`config.mk`:
```
export PLATFORM = sky130hd
export DESIGN_NAME = mem_bus_arbiter
export DESIGN_NICKNAME = d
export VERILOG_FILES = /design/src/rtl/mem_bus_arbiter.sv
export SDC_FILE = /design/constraint.sdc
export NUM_CORES = 1
export LEC_CHECK = 0
export CAP_MARGIN = 20
export CELL_PAD_IN_SITES_DETAIL_PLACEMENT = 1
export CELL_PAD_IN_SITES_GLOBAL_PLACEMENT = 1
export CORE_MARGIN = 2
export CORE_UTILIZATION = 32
export CTS_CLUSTER_DIAMETER = 30
export DETAILED_ROUTE_END_ITERATION = 8
export HOLD_SLACK_MARGIN = 0.12
export PLACE_DENSITY = 0.9
export SLEW_MARGIN = 20
export SYNTH_ARGS = -nofsm -noshare
export SYNTH_HDL_FRONTEND = slang
export SYNTH_SLANG_ARGS = --single-unit
```
`constraint.sdc`:
```
create_clock -name clk -period 7.45 [get_ports clk]
set_input_delay 1.49 -clock clk [delete_from_list [all_inputs] [get_ports clk]]
set_output_delay 1.49 -clock clk [all_outputs]
set_load 0.02 [all_outputs]
```
`src/rtl/mem_bus_arbiter.sv`:
```
// Two-port memory bus arbiter/sequencer: fetch vs load/store, one transaction at a time.
// Define ARB_ROUND_ROBIN_EN for round-robin contention; otherwise data has fixed priority.
module mem_bus_arbiter #(
    parameter int ADDR_WIDTH     = 32,
    parameter int DATA_WIDTH     = 32,
    parameter int TIMEOUT_CYCLES = 16
) (
    input  logic                  clk,
    input  logic                  reset,
    input  logic                  if_req_valid,
    input  logic [ADDR_WIDTH-1:0] if_addr,
    output logic                  if_grant,
    output logic [DATA_WIDTH-1:0] if_rdata,
    output logic                  if_data_valid,
    input  logic                  d_req_valid,
    input  logic                  d_we,
    input  logic [ADDR_WIDTH-1:0] d_addr,
    input  logic [DATA_WIDTH-1:0] d_wdata,
    output logic                  d_grant,
    output logic [DATA_WIDTH-1:0] d_rdata,
    output logic                  d_data_valid,
    output logic                  mem_req_valid,
    output logic                  mem_we,
    output logic [ADDR_WIDTH-1:0] mem_addr,
    output logic [DATA_WIDTH-1:0] mem_wdata,
    input  logic [DATA_WIDTH-1:0] mem_rdata,
    input  logic                  mem_data_valid,
    output logic                  owner,
    output logic                  busy,
    output logic                  timeout_err
);

    localparam int CW = $clog2(TIMEOUT_CYCLES + 1);
    localparam logic [CW-1:0] CNT_LAST = CW'(TIMEOUT_CYCLES - 1);

    typedef enum logic [1:0] {S_IDLE, S_ISSUE, S_WAIT, S_RESP} state_e;

    state_e                state_q;
    logic [CW-1:0]         cnt_q, cnt_d;
    logic                  owner_q, busy_q, mem_req_valid_q, mem_we_q;
    logic                  if_dv_q, d_dv_q, tmo_q;
    logic [ADDR_WIDTH-1:0] mem_addr_q;
    logic [DATA_WIDTH-1:0] mem_wdata_q, if_rdata_q, d_rdata_q;
    logic                  pick_d, idle_w, take_if, take_d, tmo_hit;

`ifdef ARB_ROUND_ROBIN_EN
    logic last_owner_q;
    // On contention the port that did not own the previous transaction wins.
    assign pick_d = d_req_valid && (!if_req_valid || !last_owner_q);
`else
    assign pick_d = d_req_valid;
`endif

    // Grant is combinational so it pulses in the IDLE cycle that samples the request.
    assign idle_w  = (state_q == S_IDLE) && !reset;
    assign take_d  = idle_w && pick_d;
    assign take_if = idle_w && if_req_valid && !pick_d;
    assign cnt_d   = cnt_q + 1'b1;
    assign tmo_hit = (cnt_q == CNT_LAST);

    always_ff @(posedge clk or posedge reset) begin
        if (reset) begin
            state_q         <= S_IDLE;
            cnt_q           <= '0;
            owner_q         <= 1'b0;
            busy_q          <= 1'b0;
            mem_req_valid_q <= 1'b0;
            mem_we_q        <= 1'b0;
            mem_addr_q      <= '0;
            mem_wdata_q     <= '0;
            if_rdata_q      <= '0;
            d_rdata_q       <= '0;
            if_dv_q         <= 1'b0;
            d_dv_q          <= 1'b0;
            tmo_q           <= 1'b0;
`ifdef ARB_ROUND_ROBIN_EN
            last_owner_q    <= 1'b1;
`endif
        end else begin
            if_dv_q <= 1'b0;
            d_dv_q  <= 1'b0;
            tmo_q   <= 1'b0;
            case (state_q)
                S_IDLE: begin
                    if (take_d || take_if) begin
                        owner_q         <= take_d;
                        busy_q          <= 1'b1;
                        mem_req_valid_q <= 1'b1;
                        mem_we_q        <= take_d && d_we;
                        mem_addr_q      <= take_d ? d_addr : if_addr;
                        mem_wdata_q     <= take_d ? d_wdata : '0;
                        state_q         <= S_ISSUE;
                    end
                end
                S_ISSUE: begin
                    cnt_q   <= '0;
                    state_q <= S_WAIT;
                end
                S_WAIT: begin
                    if (mem_data_valid) begin
                        // Writes leave the requester's read data untouched.
                        if (!mem_we_q) begin
                            if (owner_q) d_rdata_q  <= mem_rdata;
                            else         if_rdata_q <= mem_rdata;
                        end
                        mem_req_valid_q <= 1'b0;
                        if_dv_q         <= !owner_q;
                        d_dv_q          <= owner_q;
                        state_q         <= S_RESP;
                    end else if (tmo_hit) begin
                        if (owner_q) d_rdata_q  <= '0;
                        else         if_rdata_q <= '0;
                        mem_req_valid_q <= 1'b0;
                        if_dv_q         <= !owner_q;
                        d_dv_q          <= owner_q;
                        tmo_q           <= 1'b1;
                        state_q         <= S_RESP;
                    end else begin
                        cnt_q <= cnt_d;
                    end
                end
                S_RESP: begin
                    busy_q  <= 1'b0;
`ifdef ARB_ROUND_ROBIN_EN
                    last_owner_q <= owner_q;
`endif
                    state_q <= S_IDLE;
                end
                default: state_q <= S_IDLE;
            endcase
        end
    end

    assign if_grant      = take_if;
    assign d_grant       = take_d;
    assign if_rdata      = if_rdata_q;
    assign d_rdata       = d_rdata_q;
    assign if_data_valid = if_dv_q;
    assign d_data_valid  = d_dv_q;
    assign mem_req_valid = mem_req_valid_q;
    assign mem_we        = mem_we_q;
    assign mem_addr      = mem_addr_q;
    assign mem_wdata     = mem_wdata_q;
    assign owner         = owner_q;
    assign busy          = busy_q;
    assign timeout_err   = tmo_q;

endmodule

```
==> results summary <==
The transition time at the pin with the least slew margin came out at 900 ps. The worst-case register-to-register setup slack came out at 4880 ps. The initial standard-cell utilization of the core came out at 0.327.

STA classifies the critical path endpoint as a primary output. Counting cells, the worst reg-to-reg path comes to 6. The number of gates given a new drive strength after cts came out at 0. The period utilization came out at 0.685. The share of total power consumed by net switching is 0.353. The library cells used most frequently in the layout, excluding fill and tap cells, are 270 x sky130_fd_sc_hd__clkdlybuf4s50_1, 142 x sky130_fd_sc_hd__dfrtp_1, 67 x sky130_fd_sc_hd__o21ai_0. In this run the tool buffered the top-level ports with 270 buffer cells. During synthesis, Yosys emitted a total of 0 warnings. In this run, post-CTS hold repair placed 0 buffers. Excluding fillers, the count of instances in the completed layout stands at 969. The leakage component of the power is 4.14 nW.

The core utilization of the finished layout is 0.512. The startpoint class of the critical path is a primary input. The total overflow reported by the global router is 0. The number of instances in the synthesized netlist is 461. The clock reaches the later pin of the worst-skew pair after 410 ps. The clock tree skew after final layout came out at 11.6 ps. The die span in y is 143 microns. The maximum clock path buffer count is 2. The filler cell count came out at 1942. For the worst setup path, the data arrival time is 3610 ps. The area of the placeable core came out at 18800 sq um. The detailed-router iteration count before antenna repair is 4. The number of vias per cell came out at 4.83. The number of buffers added by the clock tree synthesis step came out at 17. The post-synthesis cell type count is 35. The instance count along the most critical hold path is 1. The cell area after technology mapping came out at 6140 sq um. The overall power came out at 0.00416 W. In this run the critical register-to-register path is captured at d_rdata[0]. The count of routing violations after the opening detailed-route iteration is 131.

The number of ports placed on the die boundary is 271. The number of antenna repair diodes is 0. The count of maximum capacitance violations came out at 0. The net total in the final layout came out at 864.

Yosys mapped a number of flops with a built-in enable equal to 0. The logic gate share of total power is 0.463. The clock network power share is 0.214.

The relative area change from synthesis to final layout came out at 56.3%. The number of endpoints with negative hold slack in the final report came to 0. The total track usage came out at 0.186.

The internal power of the cells totals 0.00269 W. After clock tree synthesis, the clock-pin slew on the worst setup and hold paths is 60 ps. The initial antenna violation count was 0. The average wire length per cell after detail routing is 19.0 microns.

The post-synthesis register bit count is 142. CTS placed an instance of sky130_fd_sc_hd__clkbuf_16 at the clock tree root. In this run the worst hold path is classified as register to register. Setup violations remaining at the end of the flow were counted as 0. The beginning of the worst hold path is mem_wdata[19]. The via count of the first global-routing pass is 5178.

The number of pins exceeding their max-slew limit in the final report is 0. The ratio of cells with drive above 1 in the final layout is 0.147. The mean instance size in the synthesized netlist is 13.3 sq um. The clock net sink count is 142. The highest attainable clock frequency came out at 0.196 GHz.

The final critical-path required period is 5100 ps. The setup total negative slack is 0 ps. The global-route wire length before repair came out at 29000 microns. The biggest fanout along the worst timing path is 96. The most frequent standard cell in the layout excluding fill and tap cells is sky130_fd_sc_hd__clkdlybuf4s50_1.

The maximum number of pins on one net before global-route repair is 97. The startpoint of the worst register-to-register path is cnt_q[0]. STA puts the critical path data required time at 5960 ps. The total routed wirelength is 18400 microns. The number of nets in the synthesized netlist came out at 602. The routability-driven placement congestion ratio came out at 0.751.

The deepest level of the CTS H-tree came out at 4. In this run the tightest slew margin relative to its limit is 0.400. The number of vias after detailed routing came out at 4681. The run finished with clean final reports. The width of the chip came out at 143 microns. The post-CTS setup buffer count is 0. The worst setup path is of the primary input to primary output kind. The power density over cell area is 433 nW/um^2. The placed cell count came out at 938. The floorplan has 50 rows. The die covers 20300 sq um. The residual DRC count is 0. The HPWL after detailed placement came out at 13300 microns. The share of total power dissipated in sequential elements is 0.323. The switching power total came out at 0.00147 W. Setup repair after global routing left no endpoint under its margin.

The sequential-to-total area share from yosys stat came out at 0.578. The endpoint of the worst hold path is mem_wdata[19]. The maximum VDD drop is 0.224 mV.

TritonCTS built the clock tree. The share of flip-flops with an asynchronous set or reset after synthesis is 1.00. For this run, the leading register cell type out of synthesis is sky130_fd_sc_hd__dfrtp_1. The remaining antenna violation count came out at 0.
==> registers in the layout, indices dropped and copies added, names as in the netlist, 2 cells and up <==
signal / count
if_rdata: 32
cnt_q: 5
mem_wdata: 32
mem_addr: 32
d_rdata: 32
state_q: 2
==> layer usage <==
layer / GRT usage / vias up / wire length [microns]
met5: 0 / - / 0
met4: 0.0672 / 0 / 307
met3: 0.0646 / 21 / 1500
met2: 0.314 / 194 / 9220
met1: 0.219 / 2302 / 7400
li1: - / 2164 / -
==> cell families (layout without fill, tap and decap cells) <==
| logic type | Yosys count | after routing | synth area share |
|---|---|---|---|
| adder cells (fa/ha/maj) | 7 | 7 | 0.0143 |
| AO/OA/AOI/OAI | 114 | 114 | 0.118 |
| XOR/XNOR | 1 | 1 | 0.00143 |
| flip-flops | 142 | 142 | 0.578 |
| multiplexers | 98 | 98 | 0.191 |
| buffers and inverters | 42 | 316 | 0.0401 |
| AND/OR/NAND/NOR | 57 | 57 | 0.0568 |
==> power by group through the flow <==
stage / registers [W] / clock network [W] / logic, W
4_1_cts: 0.00135 / 0.000916 / 0.00196
3_3_place_gp: 0.00133 / 0 / 0.00190
5_1_grt: 0.00139 / 0.000948 / 0.00205
2_1_floorplan: 0.00174 / 0 / 0.000589
6_report: 0.00134 / 0.000890 / 0.00193
3_5_place_dp: 0.00136 / 0 / 0.00195
==> synthesized netlist by cell type, types with 2 or more instances <==
cell	n	share of area
sky130_fd_sc_hd__o21a_1	2	0.0024
sky130_fd_sc_hd__nand3_1	2	0.0016
sky130_fd_sc_hd__and3_1	2	0.0020
sky130_fd_sc_hd__nor3b_1	2	0.0024
sky130_fd_sc_hd__a21oi_1	4	0.0033
sky130_fd_sc_hd__a22o_1	35	0.050
sky130_fd_sc_hd__buf_6	3	0.0055
sky130_fd_sc_hd__o21ai_0	67	0.055
sky130_fd_sc_hd__mux2_4	30	0.073
sky130_fd_sc_hd__and2_1	33	0.034
sky130_fd_sc_hd__buf_12	3	0.0098
sky130_fd_sc_hd__inv_1	8	0.0049
sky130_fd_sc_hd__clkbuf_1	14	0.0086
sky130_fd_sc_hd__dfrtp_1	142	0.58
sky130_fd_sc_hd__nand2b_1	2	0.0020
sky130_fd_sc_hd__a21o_1	2	0.0024
sky130_fd_sc_hd__nor2_1	5	0.0031
sky130_fd_sc_hd__nand2_1	3	0.0018
sky130_fd_sc_hd__mux2_2	35	0.064
sky130_fd_sc_hd__mux2i_1	33	0.054
sky130_fd_sc_hd__ha_1	7	0.014
sky130_fd_sc_hd__buf_2	14	0.011
==> how the worst max path moves through the flow <==
stage | from | end | slack (ps) | depth (start not counted)
2_1_floorplan | reset | if_grant | 790 | 3
3_3_place_gp | reset | if_grant | 2290 | 5
3_5_place_dp | reset | if_grant | 2220 | 5
4_1_cts | reset | if_grant | 2200 | 5
5_1_grt | reset | if_grant | 2110 | 5
6_report | reset | if_grant | 2350 | 5
==> critical path, stage by stage <==
cell,delay (ps)
sky130_fd_sc_hd__clkdlybuf4s50_1,500
sky130_fd_sc_hd__inv_6,600
sky130_fd_sc_hd__nand3_1,230
sky130_fd_sc_hd__nor2_1,150
sky130_fd_sc_hd__clkdlybuf4s50_1,630
==> final cells by class <==
cell class / count / area, sq um / area share
sequential: 142 / 3550 / 0.370
inverter: 8 / 35.0 / 0.00365
clock inverter: 14 / 193 / 0.0201
tap: 234 / 293 / 0.0305
timing repair buffer: 277 / 2760 / 0.287
multi-input combinational: 277 / 2350 / 0.244
clock buffer: 17 / 425 / 0.0443
==> per-stage QoR <==
step	hold slack, ps	area, sq um	worst slack, ps
2_1_floorplan	466	6140	786
3_3_place_gp	482	8980	2290
3_5_place_dp	481	8980	2220
4_1_cts	503	9600	2200
5_1_grt	513	9600	2110
6_report	499	9600	2350
(Power assumes the default switching activity.)
